**config.mk**
```make
export PLATFORM = sky130hd
export DESIGN_NAME = filtro_iir_df2
export DESIGN_NICKNAME = d
export VERILOG_FILES = /design/src/rtl/filtro_pkg.sv /design/src/rtl/filtro_mac_sat.sv /design/src/rtl/filtro_iir_df2.sv
export SDC_FILE = /design/constraint.sdc
export NUM_CORES = 2
export LEC_CHECK = 0
export BUFFER_PORTS_ARGS = -buffer_cell sky130_fd_sc_hd__buf_4
export CORE_ASPECT_RATIO = 1.1
export CORE_MARGIN = 8
export CORE_UTILIZATION = 50
export DETAILED_ROUTE_END_ITERATION = 8
export MAX_ROUTING_LAYER = met4
export PLACE_DENSITY = 0.64
export REMOVE_ABC_BUFFERS = 1
export SLEW_MARGIN = 20
export SYNTH_ARGS = -nofsm -noshare
export SYNTH_HDL_FRONTEND = slang
export SYNTH_SLANG_ARGS = --single-unit
```
**constraint.sdc**
```tcl
create_clock -name clk -period 20 [get_ports clk]
set_input_delay 2 -clock clk [delete_from_list [all_inputs] [get_ports clk]]
set_output_delay 2 -clock clk [all_outputs]
set_load 0.03 [all_outputs]
```
**src/rtl/filtro_pkg.sv**
```systemverilog
// Shared definitions for the filtro_iir_df2 biquad slice.
// Holds the default data/fraction widths, the FSM state encoding, the MAC
// operation encoding, the coefficient ROM index map and the helper that turns
// an FSM state into the ROM select it must drive.
package filtro_pkg;

  localparam int CANT_BITS_DEF = 25;
  localparam int FRAC_BITS_DEF = 14;

  // One state per MAC slot; W is the slot where the recursion result is taken.
  typedef enum logic [2:0] {
    ST_IDLE,
    ST_G,
    ST_A1,
    ST_A2,
    ST_W,
    ST_B0,
    ST_B1,
    ST_B2
  } state_t;

  // MAC operations: LOAD starts a new sum, ADD extends it, CLEAR zeroes it
  // while still presenting the old sum on the normalised output.
  typedef enum logic [1:0] {
    OP_HOLD,
    OP_CLEAR,
    OP_LOAD,
    OP_ADD
  } mac_op_t;

  localparam logic [3:0] IDX_G    = 4'd0;
  localparam logic [3:0] IDX_A1   = 4'd1;
  localparam logic [3:0] IDX_A2   = 4'd2;
  localparam logic [3:0] IDX_NULL = 4'd3;
  localparam logic [3:0] IDX_B0   = 4'd5;
  localparam logic [3:0] IDX_B1   = 4'd6;
  localparam logic [3:0] IDX_B2   = 4'd7;

  // ROM select for each state; IDLE and W point at an entry that reads 0.
  function automatic logic [3:0] selForState(input state_t s);
    logic [3:0] sel;
    sel = IDX_NULL;
    case (s)
      ST_G:    sel = IDX_G;
      ST_A1:   sel = IDX_A1;
      ST_A2:   sel = IDX_A2;
      ST_B0:   sel = IDX_B0;
      ST_B1:   sel = IDX_B1;
      ST_B2:   sel = IDX_B2;
      default: sel = IDX_NULL;
    endcase
    return sel;
  endfunction

endpackage

```
**src/rtl/filtro_mac_sat.sv**
```systemverilog
// Time-shared signed multiply-accumulate with normalisation and saturation.
// Build option: define IIR_ROUND_EN to round half up before the shift;
// without it the shift floors.
// Ports:
//   clk     system clock
//   reset   asynchronous active-high reset, clears the accumulator
//   i_op    HOLD / CLEAR / LOAD (acc = a*b) / ADD (acc += a*b)
//   i_a     signed operand (coefficient)
//   i_b     signed operand (sample or state)
//   o_norm  saturated (sum >>> FRAC) of the value the accumulator is
//           being given this cycle (or of the old sum for HOLD/CLEAR)
module filtro_mac_sat
  import filtro_pkg::*;
#(
  parameter int A_W  = 25,
  parameter int FRAC = 14
) (
  input  logic           clk,
  input  logic           reset,
  input  logic [1:0]     i_op,
  input  logic [A_W-1:0] i_a,
  input  logic [A_W-1:0] i_b,
  output logic [A_W-1:0] o_norm
);

  localparam int PROD_W = 2 * A_W;
  localparam int ACC_W  = 2 * A_W + 3;
  // One spare bit so the rounding offset can never overflow the sum.
  localparam int SUM_W  = ACC_W + 1;

  localparam logic signed [SUM_W-1:0] SAT_MAX = {{(SUM_W-A_W+1){1'b0}}, {(A_W-1){1'b1}}};
  localparam logic signed [SUM_W-1:0] SAT_MIN = {{(SUM_W-A_W+1){1'b1}}, {(A_W-1){1'b0}}};
`ifdef IIR_ROUND_EN
  localparam logic signed [SUM_W-1:0] ROUND_CONST = {{(SUM_W-FRAC){1'b0}}, 1'b1, {(FRAC-1){1'b0}}};
`endif

  logic signed [PROD_W-1:0] w_prod;
  logic signed [SUM_W-1:0]  w_sum;
  logic signed [SUM_W-1:0]  w_rounded;
  logic signed [SUM_W-1:0]  w_shifted;
  logic signed [ACC_W-1:0]  r_acc;

  // Form the new sum, then normalise it so the caller can capture w or y in
  // the same cycle the last product is added.
  always_comb begin
    w_prod = $signed(i_a) * $signed(i_b);
    case (i_op)
      OP_LOAD: w_sum = SUM_W'(w_prod);
      OP_ADD:  w_sum = SUM_W'(r_acc) + SUM_W'(w_prod);
      default: w_sum = SUM_W'(r_acc);
    endcase
`ifdef IIR_ROUND_EN
    w_rounded = w_sum + ROUND_CONST;
`else
    w_rounded = w_sum;
`endif
    w_shifted = w_rounded >>> FRAC;
    if (w_shifted > SAT_MAX) begin
      o_norm = SAT_MAX[A_W-1:0];
    end else if (w_shifted < SAT_MIN) begin
      o_norm = SAT_MIN[A_W-1:0];
    end else begin
      o_norm = w_shifted[A_W-1:0];
    end
  end

  // Accumulator register; LOAD and ADD both take the freshly formed sum.
  always_ff @(posedge clk or posedge reset) begin
    if (reset) begin
      r_acc <= '0;
    end else begin
      case (i_op)
        OP_CLEAR: r_acc <= '0;
        OP_LOAD,
        OP_ADD:   r_acc <= w_sum[ACC_W-1:0];
        default:  r_acc <= r_acc;
      endcase
    end
  end

endmodule

```
**src/rtl/filtro_iir_df2.sv**
```systemverilog
// Sequential direct-form-II biquad (200 Hz high-pass ROM client).
// One MAC per cycle, eight cycles per sample:
//   w = sat(g*x + a1*w1 + a2*w2),  y = sat(b0*w + b1*w1 + b2*w2)
// Build option: IIR_ROUND_EN selects round-half-up normalisation (same timing).
// Ports:
//   clk      system clock
//   reset    asynchronous active-high reset
//   start    sample strobe, only looked at in IDLE
//   x_in     signed input sample
//   cte      signed coefficient returned by the ROM for sel_cte
//   sel_cte  ROM coefficient select, decoded from the state
//   y_out    registered filtered sample
//   done     one-cycle pulse when y_out has been updated
//   busy     high whenever the FSM is not in IDLE
module filtro_iir_df2 #(
  parameter int cant_bits = filtro_pkg::CANT_BITS_DEF,
  parameter int FRAC_BITS = filtro_pkg::FRAC_BITS_DEF
) (
  input  logic                 clk,
  input  logic                 reset,
  input  logic                 start,
  input  logic [cant_bits-1:0] x_in,
  input  logic [cant_bits-1:0] cte,
  output logic [3:0]           sel_cte,
  output logic [cant_bits-1:0] y_out,
  output logic                 done,
  output logic                 busy
);

  import filtro_pkg::*;

  state_t                 r_state;
  logic [cant_bits-1:0]   r_x;
  logic [cant_bits-1:0]   r_w;
  logic [cant_bits-1:0]   r_w1;
  logic [cant_bits-1:0]   r_w2;
  logic [cant_bits-1:0]   r_y;
  logic                   r_done;
  mac_op_t                w_op;
  logic [cant_bits-1:0]   w_operand;
  logic [cant_bits-1:0]   w_accNorm;

  // Pick the MAC operation and the data operand that pairs with the
  // coefficient the ROM is returning for this state.
  always_comb begin
    w_op      = OP_HOLD;
    w_operand = '0;
    case (r_state)
      ST_IDLE: w_op = start ? OP_CLEAR : OP_HOLD;
      ST_G:    begin w_op = OP_LOAD; w_operand = r_x;  end
      ST_A1:   begin w_op = OP_ADD;  w_operand = r_w1; end
      ST_A2:   begin w_op = OP_ADD;  w_operand = r_w2; end
      ST_W:    w_op = OP_CLEAR;
      ST_B0:   begin w_op = OP_LOAD; w_operand = r_w;  end
      ST_B1:   begin w_op = OP_ADD;  w_operand = r_w1; end
      ST_B2:   begin w_op = OP_ADD;  w_operand = r_w2; end
      default: w_op = OP_HOLD;
    endcase
  end

  filtro_mac_sat #(
    .A_W  (cant_bits),
    .FRAC (FRAC_BITS)
  ) u_mac (
    .clk    (clk),
    .reset  (reset),
    .i_op   (w_op),
    .i_a    (cte),
    .i_b    (w_operand),
    .o_norm (w_accNorm)
  );

  // Sequencer: walks the seven MAC slots, captures w in W and y plus the
  // delay-line shift on leaving B2. A start seen in any non-IDLE state is
  // simply not looked at.
  always_ff @(posedge clk or posedge reset) begin
    if (reset) begin
      r_state <= ST_IDLE;
      r_x     <= '0;
      r_w     <= '0;
      r_w1    <= '0;
      r_w2    <= '0;
      r_y     <= '0;
      r_done  <= 1'b0;
    end else begin
      r_done <= 1'b0;
      case (r_state)
        ST_IDLE: begin
          if (start) begin
            r_x     <= x_in;
            r_state <= ST_G;
          end
        end
        ST_G:  r_state <= ST_A1;
        ST_A1: r_state <= ST_A2;
        ST_A2: r_state <= ST_W;
        ST_W: begin
          r_w     <= w_accNorm;
          r_state <= ST_B0;
        end
        ST_B0: r_state <= ST_B1;
        ST_B1: r_state <= ST_B2;
        ST_B2: begin
          r_y     <= w_accNorm;
          r_w2    <= r_w1;
          r_w1    <= r_w;
          r_done  <= 1'b1;
          r_state <= ST_IDLE;
        end
        default: r_state <= ST_IDLE;
      endcase
    end
  end

  assign sel_cte = selForState(r_state);
  assign y_out   = r_y;
  assign done    = r_done;
  assign busy    = (r_state != ST_IDLE);

endmodule

```
==> out/results.tsv <==
metric	value	unit
run_status	complete, no violations	
antenna_left	0	
clock_path_buffers	2	
synth_cell_types	87	
route.vias.total	27200	
synthToLayoutAreaGrowth	5.61	%
final_hold_viol_count	0	
drive_above_1_share	6.56	%
nFillCells	6600	
grt_max_degree	115	
dr.pass1.iters	7	
grtUsageTotal	26.2	%
fin_util	53.1	%
multi_input_comb_area	0.0274	mm2
synth_top_area_share	37.4	%
finalCritPeriodShare	67.4	%
fin_tns_setup	0	ns
port-buffer-count	82	
gp_congestion	0.979	
cts_resized	0	
holdCritPathClass	flip-flop to flip-flop	
cp_common_cell	fa_1	
dieArea	0.0793	mm2
relSlewSlack	29.5	%
dpl.hpwl	78.9	mm
drv_cap	0	
skew	0.0134	ns
ios	84	
synthTopCellsByCount	692 x inv_1, 667 x nand2_1, 659 x fa_1, 294 x and2_1, 196 x ha_1	
ys_warn_count	0	
end_kind	flip-flop	
syn_area_per_cell	8.85	um2
antenna_found_initial	3	
worst_pin_slew	1.06	ns
drt-wirelength-per-cell	20.2	um
worst-endpoint-required	20.40	ns
synth_seq_area_share	12.9	%
clock-root-buffer	clkbuf_16	
grt_pass1_wl	162	mm
first_global_vias	28900	
critPathSlowestCell	and3_1	
period_needed	13.49	ns
yosysMostFrequentCell	inv_1	
path_class	flip-flop to flip-flop	
fp.coreArea	0.0701	mm2
die_w	269	um
post_cts_buffers	0	
drv_slew	0	
route.detailed.drc	0	
htreeDepth	4	
regArea	0.00456	mm2
final_nets	4825	
postSynthCellCount	3982	
synth_async_sr_flop_share	100	%
synthTopCellsByArea	fa_1 37%, dfrtp_1 13%, inv_1 7.4%	
cp_slowest_stage_delay	0.93	ns
setup_viol	0	
row_count	102	
fin_cells	4867	
max_freq	0.0741	GHz
clk_pin_slew	0.08	ns
whs	0.476	ns
ys_ff_latch	182	
syn_area	0.0352	mm2
cts_tree	yes	
synth_ff_type	dfrtp_1	
ctsHoldBuffers	0	
overflow	0	
cp_max_fo	28	
die_y	294	um
arrival	13.88	ns
cp-start-kind	flip-flop	
start_util	50.3	%
rsz0062_at_grt	no	
cts_sinks	182	
drt-total-wl	98.1	mm
vias_per_cell	5.59	
post-place-cells	4834	
drt_iter0_drc	1927	
synth_edf_count	0	
clock_latency	0.46	ns
numCtsBuffers	17	
yosysTopAreaCell	fa_1	
cell families after synthesis:
logic type / after synthesis / share of synthesized area [%]
multiplexers: 66 / 1.98
AND/OR/NAND/NOR: 1302 / 17.4
other: 1 / 0.0106
flip-flops: 182 / 12.9
XOR/XNOR: 94 / 2.34
AO/OA/AOI/OAI: 583 / 11.2
buffers and inverters: 899 / 9.75
adder cells (fa/ha/maj): 855 / 44.4
state kept, by name, summed over array words and instances (netlist names):
name / cells
done: 1
r_state: 3
r_w: 25
r_w1: 25
r_w2: 25
r_x: 25
u_mac.r_acc: 53
y_out: 25
placed cells by master, fill, tap and decap left out, types with 43 or more instances in the layout:
cell type,count
buf_4,123
and2_1,294
dfrtp_1,179
inv_1,689
o21ai_0,87
nor2_1,130
a21o_1,43
fa_1,659
a21oi_1,179
ha_1,196
xnor2_1,65
nand2_1,667
routing by layer:
| layer | track usage (%) | share of wire, % | routed length (um) | up-vias |
|---|---|---|---|---|
| li1 | - | - | - | 12400 |
| met1 | 36.3 | 45 | 44600 | 13900 |
| met2 | 41.7 | 47 | 46400 | 809 |
| met3 | 2.90 | 5.4 | 5340 | 123 |
| met4 | 5.77 | 1.9 | 1850 | 0 |
| met5 | - | 0 | 0 | - |
cell type report:
type | count | area share, %
Timing Repair Buffer | 123 | 2.48
Tap cell | 936 | 3.15
Clock buffer | 18 | 1.15
Clock inverter | 14 | 0.370
Multi-Input combinational cell | 2901 | 73.6
Inverter | 692 | 7.00
Antenna cell | 1 | 0.00672
Sequential cell | 182 | 12.3
path summary, 6_finish.rpt:
path                                                to  slack [ns]  depth (start not counted)                    from
worst min register to register    r_w2[22]$_DFFE_PP0N_        0.48                          2    r_w2[22]$_DFFE_PP0N_
worst min-delay path              r_w2[22]$_DFFE_PP0N_        0.48                          2    r_w2[22]$_DFFE_PP0N_
min in group asynchronous               done$_DFF_PP0_        1.70                          2                   reset
worst max register to register      r_w[0]$_DFFE_PP0P_        6.51                         38  r_state[1]$_DFFE_PP0P_
max in group asynchronous       r_state[1]$_DFFE_PP0P_       16.75                          3                   reset
worst max-delay path                r_w[0]$_DFFE_PP0P_        6.51                         38  r_state[1]$_DFFE_PP0P_
worst max-delay path: cells and delay by family (launching register included):
family	cells	cell delay [ns]
compound gates	8	2.47
flops	1	0.56
xor+xnor	1	0.18
simple gates	13	4.52
fa+ha+maj	9	4.69
buf+inv	7	0.95
per-stage QoR:
stage | cell area, um2 | worst slack, ns
final | 37200 | 6.51
after global routing | 37200 | 5.92
after CTS | 37200 | 6.61
after detailed placement | 36700 | 6.45
after global placement | 36600 | 6.40
after floorplan | 34400 | 5.68
Power is not shown: default switching activity piles up to over one toggle a cycle in this logic, so the estimate is an artifact.
